===== src/rtl/apb_uart_tx_feeder_if.sv =====
// Byte stream in, APB master out: the bundle between the TX feeder and its
// neighbours. master = feeder side, slave = producer/UART side.
interface apb_uart_tx_feeder_if;
    logic        in_valid;
    logic [7:0]  in_data;
    logic        in_ready;
    logic        PSEL;
    logic        PENABLE;
    logic        PWRITE;
    logic [9:0]  PADDR;
    logic [31:0] PWDATA;
    logic [31:0] PRDATA;
    logic        PREADY;

    modport master (
        input  in_valid, in_data, PRDATA, PREADY,
        output in_ready, PSEL, PENABLE, PWRITE, PADDR, PWDATA
    );

    modport slave (
        output in_valid, in_data, PRDATA, PREADY,
        input  in_ready, PSEL, PENABLE, PWRITE, PADDR, PWDATA
    );
endinterface


===== src/rtl/apb_uart_tx_feeder.sv =====
// Byte FIFO that drains into an APB UART: polls STAT until the TX side has
// room, then writes the FIFO head to the TX data register.
// Ports: clk, rst (sync, active high), bus (master modport: in_valid/
// in_data/in_ready stream + APB PSEL..PREADY), fifo_count, busy.
// Macro TX_FEEDER_INIT_EN: after reset, write BAUDDIV_VAL then CTRL_VAL
// to the UART before serving the FIFO.
module apb_uart_tx_feeder #(
    parameter int          DEPTH       = 8,
    parameter logic [19:0] BAUDDIV_VAL = 20'd16,
    parameter logic [31:0] CTRL_VAL    = 32'h0000_0001
) (
    input  logic                     clk,
    input  logic                     rst,
    apb_uart_tx_feeder_if.master     bus,
    output logic [$clog2(DEPTH):0]   fifo_count,
    output logic                     busy
);
    localparam int AW = $clog2(DEPTH);
    localparam int CW = AW + 1;

    localparam logic [9:0] ADDR_TX   = 10'h000;
    localparam logic [9:0] ADDR_STAT = 10'h001;

    typedef enum logic [3:0] {
        IDLE,
        POLL_S,
        POLL_A,
        WR_S,
        WR_A
`ifdef TX_FEEDER_INIT_EN
        ,
        INIT_BAUD_S,
        INIT_BAUD_A,
        INIT_CTRL_S,
        INIT_CTRL_A
`endif
    } state_t;

`ifdef TX_FEEDER_INIT_EN
    localparam logic [9:0] ADDR_CTRL = 10'h002;
    localparam logic [9:0] ADDR_BAUD = 10'h004;
    localparam state_t     RST_ST    = INIT_BAUD_S;
`else
    localparam state_t     RST_ST    = IDLE;
`endif

    state_t        state_q, state_d;
    logic [AW-1:0] wr_ptr_q, wr_ptr_d;
    logic [AW-1:0] rd_ptr_q, rd_ptr_d;
    logic [CW-1:0] count_q, count_d;
    logic [7:0]    mem_q [DEPTH];
    logic          psel_q, psel_d;
    logic          penable_q, penable_d;
    logic          pwrite_q, pwrite_d;
    logic [9:0]    paddr_q, paddr_d;
    logic [31:0]   pwdata_q, pwdata_d;
    logic          push, pop;

    assign bus.in_ready = (count_q != CW'(DEPTH));
    assign push         = bus.in_valid && bus.in_ready;
    assign fifo_count   = count_q;
    assign busy         = (state_q != IDLE) || (count_q != '0);

    assign bus.PSEL    = psel_q;
    assign bus.PENABLE = penable_q;
    assign bus.PWRITE  = pwrite_q;
    assign bus.PADDR   = paddr_q;
    assign bus.PWDATA  = pwdata_q;

    always_comb begin
        state_d = state_q;
        pop     = 1'b0;
        unique case (state_q)
            IDLE:   if (count_q != '0) state_d = POLL_S;
            POLL_S: state_d = POLL_A;
            POLL_A: if (bus.PREADY) state_d = bus.PRDATA[0] ? POLL_S : WR_S;
            WR_S:   state_d = WR_A;
            WR_A: begin
                if (bus.PREADY) begin
                    pop     = 1'b1;
                    state_d = IDLE;
                end
            end
`ifdef TX_FEEDER_INIT_EN
            // Outputs are still zero the cycle after reset, so the setup
            // phase must be on the bus before moving to access.
            INIT_BAUD_S: if (psel_q) state_d = INIT_BAUD_A;
            INIT_BAUD_A: if (bus.PREADY) state_d = INIT_CTRL_S;
            INIT_CTRL_S: state_d = INIT_CTRL_A;
            INIT_CTRL_A: if (bus.PREADY) state_d = IDLE;
`endif
            default: state_d = RST_ST;
        endcase
    end

    always_comb begin
        wr_ptr_d = push ? wr_ptr_q + 1'b1 : wr_ptr_q;
        rd_ptr_d = pop  ? rd_ptr_q + 1'b1 : rd_ptr_q;
        count_d  = count_q;
        if (push && !pop)
            count_d = count_q + CW'(1);
        else if (!push && pop)
            count_d = count_q - CW'(1);
    end

    // APB outputs are decoded from the next state so they leave the flops
    // aligned with the state they belong to.
    always_comb begin
        psel_d    = 1'b0;
        penable_d = 1'b0;
        pwrite_d  = 1'b0;
        paddr_d   = '0;
        pwdata_d  = '0;
        unique case (state_d)
            POLL_S: begin
                psel_d  = 1'b1;
                paddr_d = ADDR_STAT;
            end
            POLL_A: begin
                psel_d    = 1'b1;
                penable_d = 1'b1;
                paddr_d   = ADDR_STAT;
            end
            WR_S: begin
                psel_d   = 1'b1;
                pwrite_d = 1'b1;
                paddr_d  = ADDR_TX;
                pwdata_d = {24'h0, mem_q[rd_ptr_q]};
            end
            WR_A: begin
                psel_d    = 1'b1;
                penable_d = 1'b1;
                pwrite_d  = 1'b1;
                paddr_d   = ADDR_TX;
                pwdata_d  = pwdata_q;
            end
`ifdef TX_FEEDER_INIT_EN
            INIT_BAUD_S, INIT_BAUD_A: begin
                psel_d    = 1'b1;
                penable_d = (state_d == INIT_BAUD_A);
                pwrite_d  = 1'b1;
                paddr_d   = ADDR_BAUD;
                pwdata_d  = {12'h0, BAUDDIV_VAL};
            end
            INIT_CTRL_S, INIT_CTRL_A: begin
                psel_d    = 1'b1;
                penable_d = (state_d == INIT_CTRL_A);
                pwrite_d  = 1'b1;
                paddr_d   = ADDR_CTRL;
                pwdata_d  = CTRL_VAL;
            end
`endif
            default: ;
        endcase
    end

    always_ff @(posedge clk) begin
        if (rst) begin
            state_q   <= RST_ST;
            wr_ptr_q  <= '0;
            rd_ptr_q  <= '0;
            count_q   <= '0;
            psel_q    <= 1'b0;
            penable_q <= 1'b0;
            pwrite_q  <= 1'b0;
            paddr_q   <= '0;
            pwdata_q  <= '0;
        end else begin
            state_q   <= state_d;
            wr_ptr_q  <= wr_ptr_d;
            rd_ptr_q  <= rd_ptr_d;
            count_q   <= count_d;
            psel_q    <= psel_d;
            penable_q <= penable_d;
            pwrite_q  <= pwrite_d;
            paddr_q   <= paddr_d;
            pwdata_q  <= pwdata_d;
        end
    end

    always_ff @(posedge clk) begin
        if (push && !rst)
            mem_q[wr_ptr_q] <= bus.in_data;
    end
endmodule

===== src/flat_wrapper.sv =====
// flat-port wrapper written by rule: the top's interface ports become plain ports
module apb_uart_tx_feeder_flat 
#(
    parameter int          DEPTH       = 8,
    parameter logic [19:0] BAUDDIV_VAL = 20'd16,
    parameter logic [31:0] CTRL_VAL    = 32'h0000_0001
)
  (clk, rst, fifo_count, busy, bus_in_valid, bus_in_data, bus_PRDATA, bus_PREADY, bus_in_ready, bus_PSEL, bus_PENABLE, bus_PWRITE, bus_PADDR, bus_PWDATA);
  apb_uart_tx_feeder_if bus_i ();
  input  logic clk;
  input  logic rst;
  output logic [$clog2(DEPTH):0] fifo_count;
  output logic busy;
  input wire logic [$bits(bus_i.in_valid)-1:0] bus_in_valid;
  input wire logic [$bits(bus_i.in_data)-1:0] bus_in_data;
  input wire logic [$bits(bus_i.PRDATA)-1:0] bus_PRDATA;
  input wire logic [$bits(bus_i.PREADY)-1:0] bus_PREADY;
  output wire logic [$bits(bus_i.in_ready)-1:0] bus_in_ready;
  output wire logic [$bits(bus_i.PSEL)-1:0] bus_PSEL;
  output wire logic [$bits(bus_i.PENABLE)-1:0] bus_PENABLE;
  output wire logic [$bits(bus_i.PWRITE)-1:0] bus_PWRITE;
  output wire logic [$bits(bus_i.PADDR)-1:0] bus_PADDR;
  output wire logic [$bits(bus_i.PWDATA)-1:0] bus_PWDATA;
  assign bus_i.in_valid = bus_in_valid;
  assign bus_i.in_data = bus_in_data;
  assign bus_i.PRDATA = bus_PRDATA;
  assign bus_i.PREADY = bus_PREADY;
  assign bus_in_ready = bus_i.in_ready;
  assign bus_PSEL = bus_i.PSEL;
  assign bus_PENABLE = bus_i.PENABLE;
  assign bus_PWRITE = bus_i.PWRITE;
  assign bus_PADDR = bus_i.PADDR;
  assign bus_PWDATA = bus_i.PWDATA;
  apb_uart_tx_feeder #(.DEPTH(DEPTH), .BAUDDIV_VAL(BAUDDIV_VAL), .CTRL_VAL(CTRL_VAL)) u_core (.clk(clk), .rst(rst), .bus(bus_i), .fifo_count(fifo_count), .busy(busy));
endmodule

===== config.mk =====
export PLATFORM = sky130hd
export DESIGN_NAME = apb_uart_tx_feeder_flat
export DESIGN_NICKNAME = d
export VERILOG_FILES = /design/src/rtl/apb_uart_tx_feeder_if.sv /design/src/rtl/apb_uart_tx_feeder.sv /design/src/flat_wrapper.sv
export SDC_FILE = /design/constraint.sdc
export NUM_CORES = 1
export LEC_CHECK = 0
export CORE_AREA = 2 2 73 127
export CTS_BUF_LIST = sky130_fd_sc_hd__clkbuf_2
export DETAILED_ROUTE_END_ITERATION = 8
export DIE_AREA = 0 0 75 129
export GPL_TIMING_DRIVEN = 0
export PLACE_DENSITY = 0.87
export SLEW_MARGIN = 5
export SYNTH_ARGS = -nofsm -noshare
export SYNTH_HDL_FRONTEND = slang
export SYNTH_SLANG_ARGS = --single-unit

===== constraint.sdc =====
create_clock -name clk -period 2.4 [get_ports clk]
set_input_delay 0.48 -clock clk [delete_from_list [all_inputs] [get_ports clk]]
set_output_delay 0.48 -clock clk [all_outputs]
set_load 0.005 [all_outputs]

# Word level (Yosys, flattened, before mapping)
# Memory sizes are Yosys's and may differ from the RTL's. A register that Yosys moved wholly into a read port is not among the register bits.
# Cells that the tools add are included.
[op_classes]
n_mux = 18
addsub = 4
n_eq_ne = 9
n_reduce_logical = 16
[op_table]
columns = ["operator", "count"]
rows = [
  ["$pmux 32 s2", 1],
  ["$mux 4", 5],
  ["$pmux 4 s5", 1],
  ["$eq 4x2->1 const B", 4],
  ["$eq 4x1->1 const B", 2],
  ["$eq 4x3->1 const B", 2],
  ["$mux 1", 8],
  ["$reduce_bool 4->1", 2],
  ["$add 3x1->3 const B", 2],
  ["$mux 3", 2],
  ["$reduce_or 2->1", 3],
  ["$add 4x1->4 const B", 1],
  ["$logic_and 1x1->1", 4],
  ["$logic_not 4->1", 1],
  ["$ne 4x4->1 const B", 1],
  ["$reduce_or 4->1", 1],
  ["$sub 4x1->4 const B", 1],
  ["$logic_not 1->1", 3],
  ["$mux 2", 1],
  ["$reduce_bool 2->1", 1],
  ["$logic_or 1x1->1", 1],
]
[totals]
reg_bits = 59
wordCells = 57
mem_count = 1
ramBits = 64
[mem_list]
columns = ["memory", "words", "width", "read_ports", "rd_ports_with_merged_regs", "wr", "line", "text"]
rows = [
  ["u_core.mem_q", 8, 8, 1, 1, 1, "apb_uart_tx_feeder.sv:51", "logic [7:0] mem_q [DEPTH];"],
]

# Depth between registers and ports, before layout
# Gate-level depths: netlist (run 1).
[depth]
depth_word = 6
depth_mapped = 11
mapped_depth_nobuf = 10

# Worst setup path after synthesis (run 1)
# OpenSTA, ideal clock, no wires.
[synth_timing]
path_type = "register to register"
start = "reg u_core.count_q[0], in the netlist u_core.fifo_count[0]"
end = "reg u_core.count_q[3], in the netlist u_core.fifo_count[3]"
period_less_slack_ns = 2.610
path_stages_with_launch = 12
setup_slack_ns = -0.210
arrival_ns = 2.489
path_buffers = 1
path_cell_list = "dfxtp_1 or4b_1 clkbuf_1 nand2_1 inv_1 ha_1 inv_1 ha_1 a21oi_1 a211oi_1 a31oi_1 mux2_2"
[synth_via]
elab_chain_cells = 5
elab_cells_between_ends = 10
classes_between = "add/sub (2); eq/ne (1); mux (2); reduce/logical (5)"
[synth_lines]
columns = ["item", "line", "text"]
rows = [
  ["from (decl)", "apb_uart_tx_feeder.sv:50", "logic [CW-1:0] count_q, count_d;"],
  ["from (signal assigned)", "apb_uart_tx_feeder.sv:172", "count_q <= count_d;"],
  ["$ne 4x4->1 *", "apb_uart_tx_feeder.sv:59", "assign bus.in_ready = (count_q != CW'(DEPTH));"],
  ["via bus_in_ready", "flat_wrapper.sv:18", "output wire logic [$bits(bus_i.in_ready)-1:0] bus_in_ready;"],
  ["$logic_and 1x1->1 *", "apb_uart_tx_feeder.sv:60", "assign push = bus.in_valid && bus.in_ready;"],
  ["via u_core.push", "apb_uart_tx_feeder.sv:57", "logic push, pop;"],
  ["$logic_not 1->1", "apb_uart_tx_feeder.sv:102", "else if (!push && pop)"],
  ["$logic_and 1x1->1", "apb_uart_tx_feeder.sv:102", ""],
  ["$reduce_bool 2->1 (no line)", "--", ""],
]
# The timed path passes the listed nets; every way through them passes the cells marked *. The select of a mux whose other input is x is not followed.
# A chain may end at the register's enable or synchronous reset.

# Worst setup path after layout (run 1)
[layout_timing]
start = "reg u_core.count_q[0], in the netlist u_core.fifo_count[0]"
end = "reg u_core.count_q[3], in the netlist u_core.fifo_count[3]"
[layout_via]
elab_chain_cells = 5
elab_cells_between_ends = 10
classes_between = "add/sub (2); eq/ne (1); mux (2); reduce/logical (5)"
[layout_lines]
columns = ["item", "line"]
rows = [
  ["$ne 4x4->1 *", "apb_uart_tx_feeder.sv:59"],
  ["$logic_and 1x1->1 *", "apb_uart_tx_feeder.sv:60"],
  ["via u_core.push", "apb_uart_tx_feeder.sv:57"],
  ["$logic_not 1->1", "apb_uart_tx_feeder.sv:102"],
  ["$logic_and 1x1->1", "apb_uart_tx_feeder.sv:102"],
  ["$reduce_bool 2->1 (no line)", "--"],
]
# Marked as above.

==> reports/metrics.yaml, run 1 <==
sta:
  finalHoldViolCount: 0
  tightest_slew_ps: 881
  fin_crit_ps: 2430
  rsz0062_at_grt: "yes"
  max-slew-margin-rel_pct: 41.1
  setup_viol_count_final: 1
  setup_slack_ps: -26.4
  setup_tns_ps: -26.4
  max_freq_ghz: 0.412
  finalCritPeriodShare_pct: 101
  clock-skew-final_ps: 42.0
  slew_viol_final: 0
drt:
  wl_mm: 6.85
  drt-initial-drc-count: 66
  ant_nets: 0
  drc: 0
  vias: 2189
  wl_per_cell_um: 14.8
  viasPerCell: 4.73
  firstDrtPassIters: 4
worst_setup_path:
  cp-start-kind: "register"
  cp.required_ps: 2860
  critical_path_class: "register to register"
  critPathLaunch: "u_core.fifo_count[0]"
  worstRegToRegCells: 11
  path_max_fanout: 4
  cp_data_arrival_time_ps: 2890
  cp-end-kind: "register"
  reg2reg_from: "u_core.fifo_count[0]"
place:
  hpwl_mm: 4.92
  place_congestion: 0.804
  port_buffers: 30
pwr:
  leakagePower_nw: 1.78
  internal_power_mw: 2.36
  power.density_nw_per_um2: 673
  power_frac_comb_pct: 18.0
  seqPwrFrac_pct: 58.2
  clock_power_share_pct: 23.8
  ir_drop_mv: 0.609
  p_sw_mw: 0.829
  sw_frac_of_total_pct: 26.0
global_route:
  grt_overflow: 0
  antenna_found_initial: 1
  grt_max_degree: 17
  grt_pass1_vias: 2129
  grt_pass1_wl_mm: 10.4
  grt_usage_pct: 14.8
floorplanning:
  design.die.area_um2: 9680
  coreArea_um2: 8610
  die_w_um: 75
  die_h_um: 129
  pin_count: 95
  start_util_pct: 45.0
  rows: 45
clock_network:
  cts_buffers: 9
  cts_sinks: 93
  cts_tree: "built"
  cts_buffer_depth: 2
  clk_latency_ps: 540
  root_buffer: "clkbuf_2"
  clk_pin_slew_ps: 240
  h-tree-depth: 3
synthesis:
  yosys-top-cells-area: "edfxtp_1 (50%), dfxtp_1 (15%), mux4_2 (9.3%), buf_4 (6.4%), nor2_1 (2.4%)"
  syn_inst: 257
  async_flop_share_pct: 0
  synth_warnings: 0
  ys.flop_type: "edfxtp_1"
  synth_top_area_share_pct: 49.5
  ys_seq_area_share_pct: 64.5
  syn_avg_cell_area_um2: 15.1
  synth-edff-count: 64
  ys_seq_elements: 93
  syn_area_um2: 3880
  ys_top_cells_by_count: "edfxtp_1 (64), buf_4 (33), dfxtp_1 (29), nor2_1 (25), mux4_2 (16)"
  ys_types: 41
  synth_most_common_cell: "edfxtp_1"
  synth_area_leader_cell: "edfxtp_1"
layout:
  layout.nets: 390
  final_util_pct: 55.0
  drive_gt1_share_pct: 29.0
  area_growth_syn_to_layout_pct: 22.1
hold_path:
  hold_depth: 1
  hp-class: "register to register"
  hp-start: "u_core.bus.PWDATA[7]"
status:
  status: "finished with violations"
  violations: "setup timing"
job:
  maxCapViolCount: 0
==> critical path, stage by stage (launching register included) <==
cell and delay [ps]:
dfxtp_4 390, or4b_4 530, buf_6 140, nand2_2 70, inv_2 50, ha_4 160, inv_4 60, ha_4 210
a21oi_4 130, a211oi_1 90, a31oi_1 200, mux2_2 350
==> logic make-up after synthesis <==
kind of cell / count (synthesis) / share of synthesized area [%]
flip-flops: 93 / 64.5
AND/OR/NAND/NOR: 66 / 9.42
buffers and inverters: 45 / 7.97
AO/OA/AOI/OAI: 21 / 4.42
multiplexers: 19 / 10.1
adder cells (fa/ha/maj): 6 / 2.13
XOR/XNOR: 6 / 1.35
other: 1 / 0.0967
==> stage by stage <==
step                hold WS [ps]  setup slack, ps  area (um^2)  cells  total power [mW]
finish                       520            -26.4         4730    463              3.19
global route                 544            -90.9         4730    463              3.33
CTS                          524            -5.69         4690    460              3.15
detailed placement           477             -697         4490    437              2.35
global placement             474             -632         4490    437              2.33
floorplan                    479             14.4         4050    290              2.17
==> power by group through the flow <==
stage	logic, mW	clock network (mW)	registers [mW]
finish	0.574	0.758	1.85
global route	0.627	0.838	1.86
CTS	0.521	0.778	1.85
detailed placement	0.458	0	1.89
global placement	0.442	0	1.89
floorplan	0.293	0	1.88
==> final cells by class <==
| cell class | count | area, um^2 |
|---|---|---|
| antenna | 1 | 2.50 |
| buffer | 41 | 302 |
| clock buffer | 9 | 45.0 |
| clock inverter | 7 | 71.3 |
| fill | 688 | 3880 |
| inverter | 4 | 17.5 |
| multi-input combinational | 152 | 1270 |
| sequential | 93 | 2510 |
| tap | 117 | 146 |
| timing repair buffer | 39 | 369 |
==> state kept, by name, summed over array words and instances, names as in the netlist, named ones only <==
name and count:
u_core.fifo_count 4, u_core.bus.PADDR 1, u_core.bus.PWDATA 8, u_core.rd_ptr_q 3
u_core.bus.PSEL 1, u_core.bus.PWRITE 1, u_core.bus.PENABLE 1, u_core.state_q 4
u_core.wr_ptr_q 3, u_core.mem_q 64
==> cells in the final DEF (no fill, tap or decap), types with 2 or more instances in the layout <==
cell type,count
a211oi_1,2
a21oi_1,4
a221o_1,8
a31oi_1,2
buf_4,42
buf_6,3
clkbuf_1,3
clkbuf_2,9
clkdlybuf4s50_1,28
conb_1,34
dfxtp_1,25
dfxtp_2,2
dfxtp_4,2
edfxtp_1,64
ha_1,3
ha_4,2
inv_1,2
inv_4,2
inv_6,2
mux2i_1,2
mux4_2,16
nand2_1,5
nand2b_1,3
nand3_1,7
nor2_1,22
nor2_2,3
nor2b_1,10
nor3_2,2
nor3_4,2
or4b_4,2
xor2_1,5
==> routing by layer <==
metal | track usage, % | wire length (um) | share of wire [%] | up-vias
li1 | - | - | - | 1067
met1 | 15.3 | 2480 | 36 | 1038
met2 | 26.6 | 3910 | 57 | 72
met3 | 3.60 | 305 | 4.5 | 12
met4 | 7.88 | 155 | 2.3 | 0
met5 | 0 | 0 | 0 | -
==> worst paths after layout <==
check,slack (ps),end
worst min-delay path,520,u_core.bus.PWDATA[7]
worst max register to register,-30,u_core.fifo_count[3]
worst min register to register,520,u_core.bus.PWDATA[7]
worst max-delay path,-30,u_core.fifo_count[3]
==> timing repair <==
item / CTS / global route
hold buffers: 0 / 0
buffers inserted: 7 / 2
pin swaps: 5 / 0
hold endpoints to repair: 0 / 0
endpoints found under the setup margin: 19 / 16
gates resized for setup: 8 / 9
gates cloned: 0 / 0
Power figures use the tool's default switching activity.
==> run 2: changes to the inputs <==
--- a/config.mk
+++ b/config.mk
@@ -5,12 +5,12 @@
 export SDC_FILE = /design/constraint.sdc
 export NUM_CORES = 1
 export LEC_CHECK = 0
-export CORE_AREA = 2 2 73 127
+export CORE_AREA = 2 2 78 118
 export CTS_BUF_LIST = sky130_fd_sc_hd__clkbuf_2
 export DETAILED_ROUTE_END_ITERATION = 8
-export DIE_AREA = 0 0 75 129
+export DIE_AREA = 0 0 80 120
 export GPL_TIMING_DRIVEN = 0
-export PLACE_DENSITY = 0.87
+export PLACE_DENSITY = 0.88
 export SLEW_MARGIN = 5
 export SYNTH_ARGS = -nofsm -noshare
 export SYNTH_HDL_FRONTEND = slang
==> run 2 against run 1 <==
- hold slack hardly changed
- combinational power is essentially flat
- via count fell by 0.46%
- clock-buffer cell count grew 3
- largest cell class unchanged
- maximum frequency shrank 2.0%
- power is 4.9% lower
- worst setup slack got worse by 49 ps
- routed wire length down 0.48%
- clock skew is 4.2 ps lower
- final area is 0.90% lower
- the flow still finishes with violations (setup timing)
- die area shrank 0.78%
- clock power is 20% lower
==> reports/metrics.yaml, run 2 (same netlist as run 1, synthesis figures left out) <==
drt:
  vias: 2179
  wl_mm: 6.82
  wl_per_cell_um: 15.0
  ant_nets: 0
  drc: 0
  firstDrtPassIters: 4
  drt-initial-drc-count: 100
  viasPerCell: 4.79
pwr:
  ir_drop_mv: 0.657
  power.density_nw_per_um2: 646
  finalPower_mw: 3.03
  leakagePower_nw: 1.76
clock_network:
  cts_sinks: 93
  cts_buffers: 9
  root_buffer: "clkbuf_2"
  cts_buffer_depth: 2
  clk_latency_ps: 520
  clk_pin_slew_ps: 220
  cts_tree: "built"
  h-tree-depth: 3
  cts.hold.buffers_added: 0
floorplanning:
  die_w_um: 80
  rows: 42
  coreArea_um2: 8620
  pin_count: 95
  design.die.area_um2: 9600
  die_h_um: 120
  start_util_pct: 45.0
global_route:
  grt_use_met2_pct: 26.4
  grt.met1_usage_pct: 15.5
  grt_pass1_wl_mm: 10.8
  met3_usage_pct: 4.74
  grt_usage_pct: 15.1
  top_usage_layer: "met2"
  grt_max_degree: 15
  grt_overflow: 0
  antenna_found_initial: 0
  grt_pass1_vias: 2180
sta:
  clock-skew-final_ps: 37.7
  max-slew-margin-rel_pct: 42.6
  setup_slack_ps: -75.7
  fin_crit_ps: 2480
  setup_tns_ps: -75.7
  finalHoldViolCount: 0
  setup_viol_count_final: 1
  max_freq_ghz: 0.404
  finalCritPeriodShare_pct: 103
  slew_viol_final: 0
  tightest_slew_ps: 858
  rsz0062_at_grt: "yes"
worst_setup_path:
  worst_path_most_repeated_cell: "ha_4"
  reg2reg_from: "u_core.fifo_count[2]"
  slowest_stage: "or4b_1"
  path_cells: "or4b_1 -> clkbuf_8 -> nand2_4 -> inv_2 -> ha_4 -> inv_4 -> ha_4 -> a21oi_4 -> a211oi_2 -> a31oi_1 -> mux2_2"
  cp.required_ps: 2850
  cp_data_arrival_time_ps: 2920
  cp-start-kind: "register"
  path_buf_inv: 3
  critical_path_class: "register to register"
  cp_slowest_stage_delay_ps: 490
  cp-end-kind: "register"
  path_max_fanout: 5
  cp_top_family: "simple AND/OR/NAND/NOR gates"
  critPathLaunch: "u_core.fifo_count[2]"
layout:
  n_antenna_cell: 0
  top_register: "u_core.mem_q"
  final_common_cell: "edfxtp_1"
  drive_gt1_share_pct: 28.4
  layout.nets: 390
  largest_register_ffs: 64
  final_cell_mix: "edfxtp_1 (64), buf_4 (43), conb_1 (34)"
  area_growth_syn_to_layout_pct: 21.0
job:
  maxCapViolCount: 0
hold_path:
  hp-start: "u_core.bus.PWDATA[5]"
  hp-class: "register to register"
place:
  hpwl_mm: 4.78
  port_buffers: 30
  place_congestion: 0.773
status:
  violations: "setup timing"
  status: "finished with violations"
## run 2: cell types whose count changed in the layout (fill, tap and decap cells not counted), moves of 2 or more
cell,change
dfxtp_2,-2
dfxtp_1,+2
clkbuf_2,+3
inv_6,-2
## run 2: final cells by class
type | count | area, um^2
fillers | 724 | 3930
flip-flops and latches | 93 | 2510
multi-input cells | 152 | 1270
repair buffers | 40 | 374
plain buffers | 40 | 300
well taps | 110 | 138
clock buffers | 12 | 60.1
clock inverters | 4 | 17.5
inverters | 4 | 17.5
## run 2: path summary, 6_finish.rpt
check                           slack, ps  cells past startpoint              endpoint
worst max-delay path                  -80                     11  u_core.fifo_count[3]
worst min-delay path                  520                      1  u_core.bus.PWDATA[5]
worst max register to register        -80                     11  u_core.fifo_count[3]
worst min register to register        520                      1  u_core.bus.PWDATA[5]
## run 2: routing by layer
layer | routed length (um) | up-vias | share of wire (%)
li1 | - | 1060 | -
met1 | 2500 | 1028 | 37
met2 | 3660 | 72 | 54
met3 | 398 | 19 | 5.8
met4 | 262 | 0 | 3.8
met5 | 0 | - | 0
## run 2: repair_timing
item	4_1_cts	5_1_grt
resized for setup	9	4
pin swaps	4	2
setup buffers	7	3
setup endpoints to repair	19	27
## run 2: per-stage QoR
stage	area, um^2	worst slack [ps]	util, %	instances	hold WS, ps
after floorplan	4050	14.4	-	290	479
after detailed placement	4480	-743	52.0	430	478
after CTS	4660	-66.1	54.0	453	525
final	4690	-75.7	54.4	455	520
after global placement	4480	-646	52.0	430	476
after global routing	4690	-129	54.4	455	546
## run 2: report_power, final
| group | internal [mW] | total, mW | switching (mW) |
|---|---|---|---|
| Combinational | 0.317 | 0.573 | 0.256 |
| Clock | 0.140 | 0.609 | 0.469 |
| Sequential | 1.79 | 1.85 | 0.0607 |
==> run 3: changes to the inputs <==
--- a/config.mk
+++ b/config.mk
@@ -7,6 +7,7 @@
 export LEC_CHECK = 0
 export CORE_AREA = 2 2 78 118
 export CTS_BUF_LIST = sky130_fd_sc_hd__clkbuf_2
+export CTS_CLUSTER_SIZE = 10
 export DETAILED_ROUTE_END_ITERATION = 8
 export DIE_AREA = 0 0 80 120
 export GPL_TIMING_DRIVEN = 0
==> results of run 3 <==
The final DEF is identical to that of run 2; final timing and power are the same.
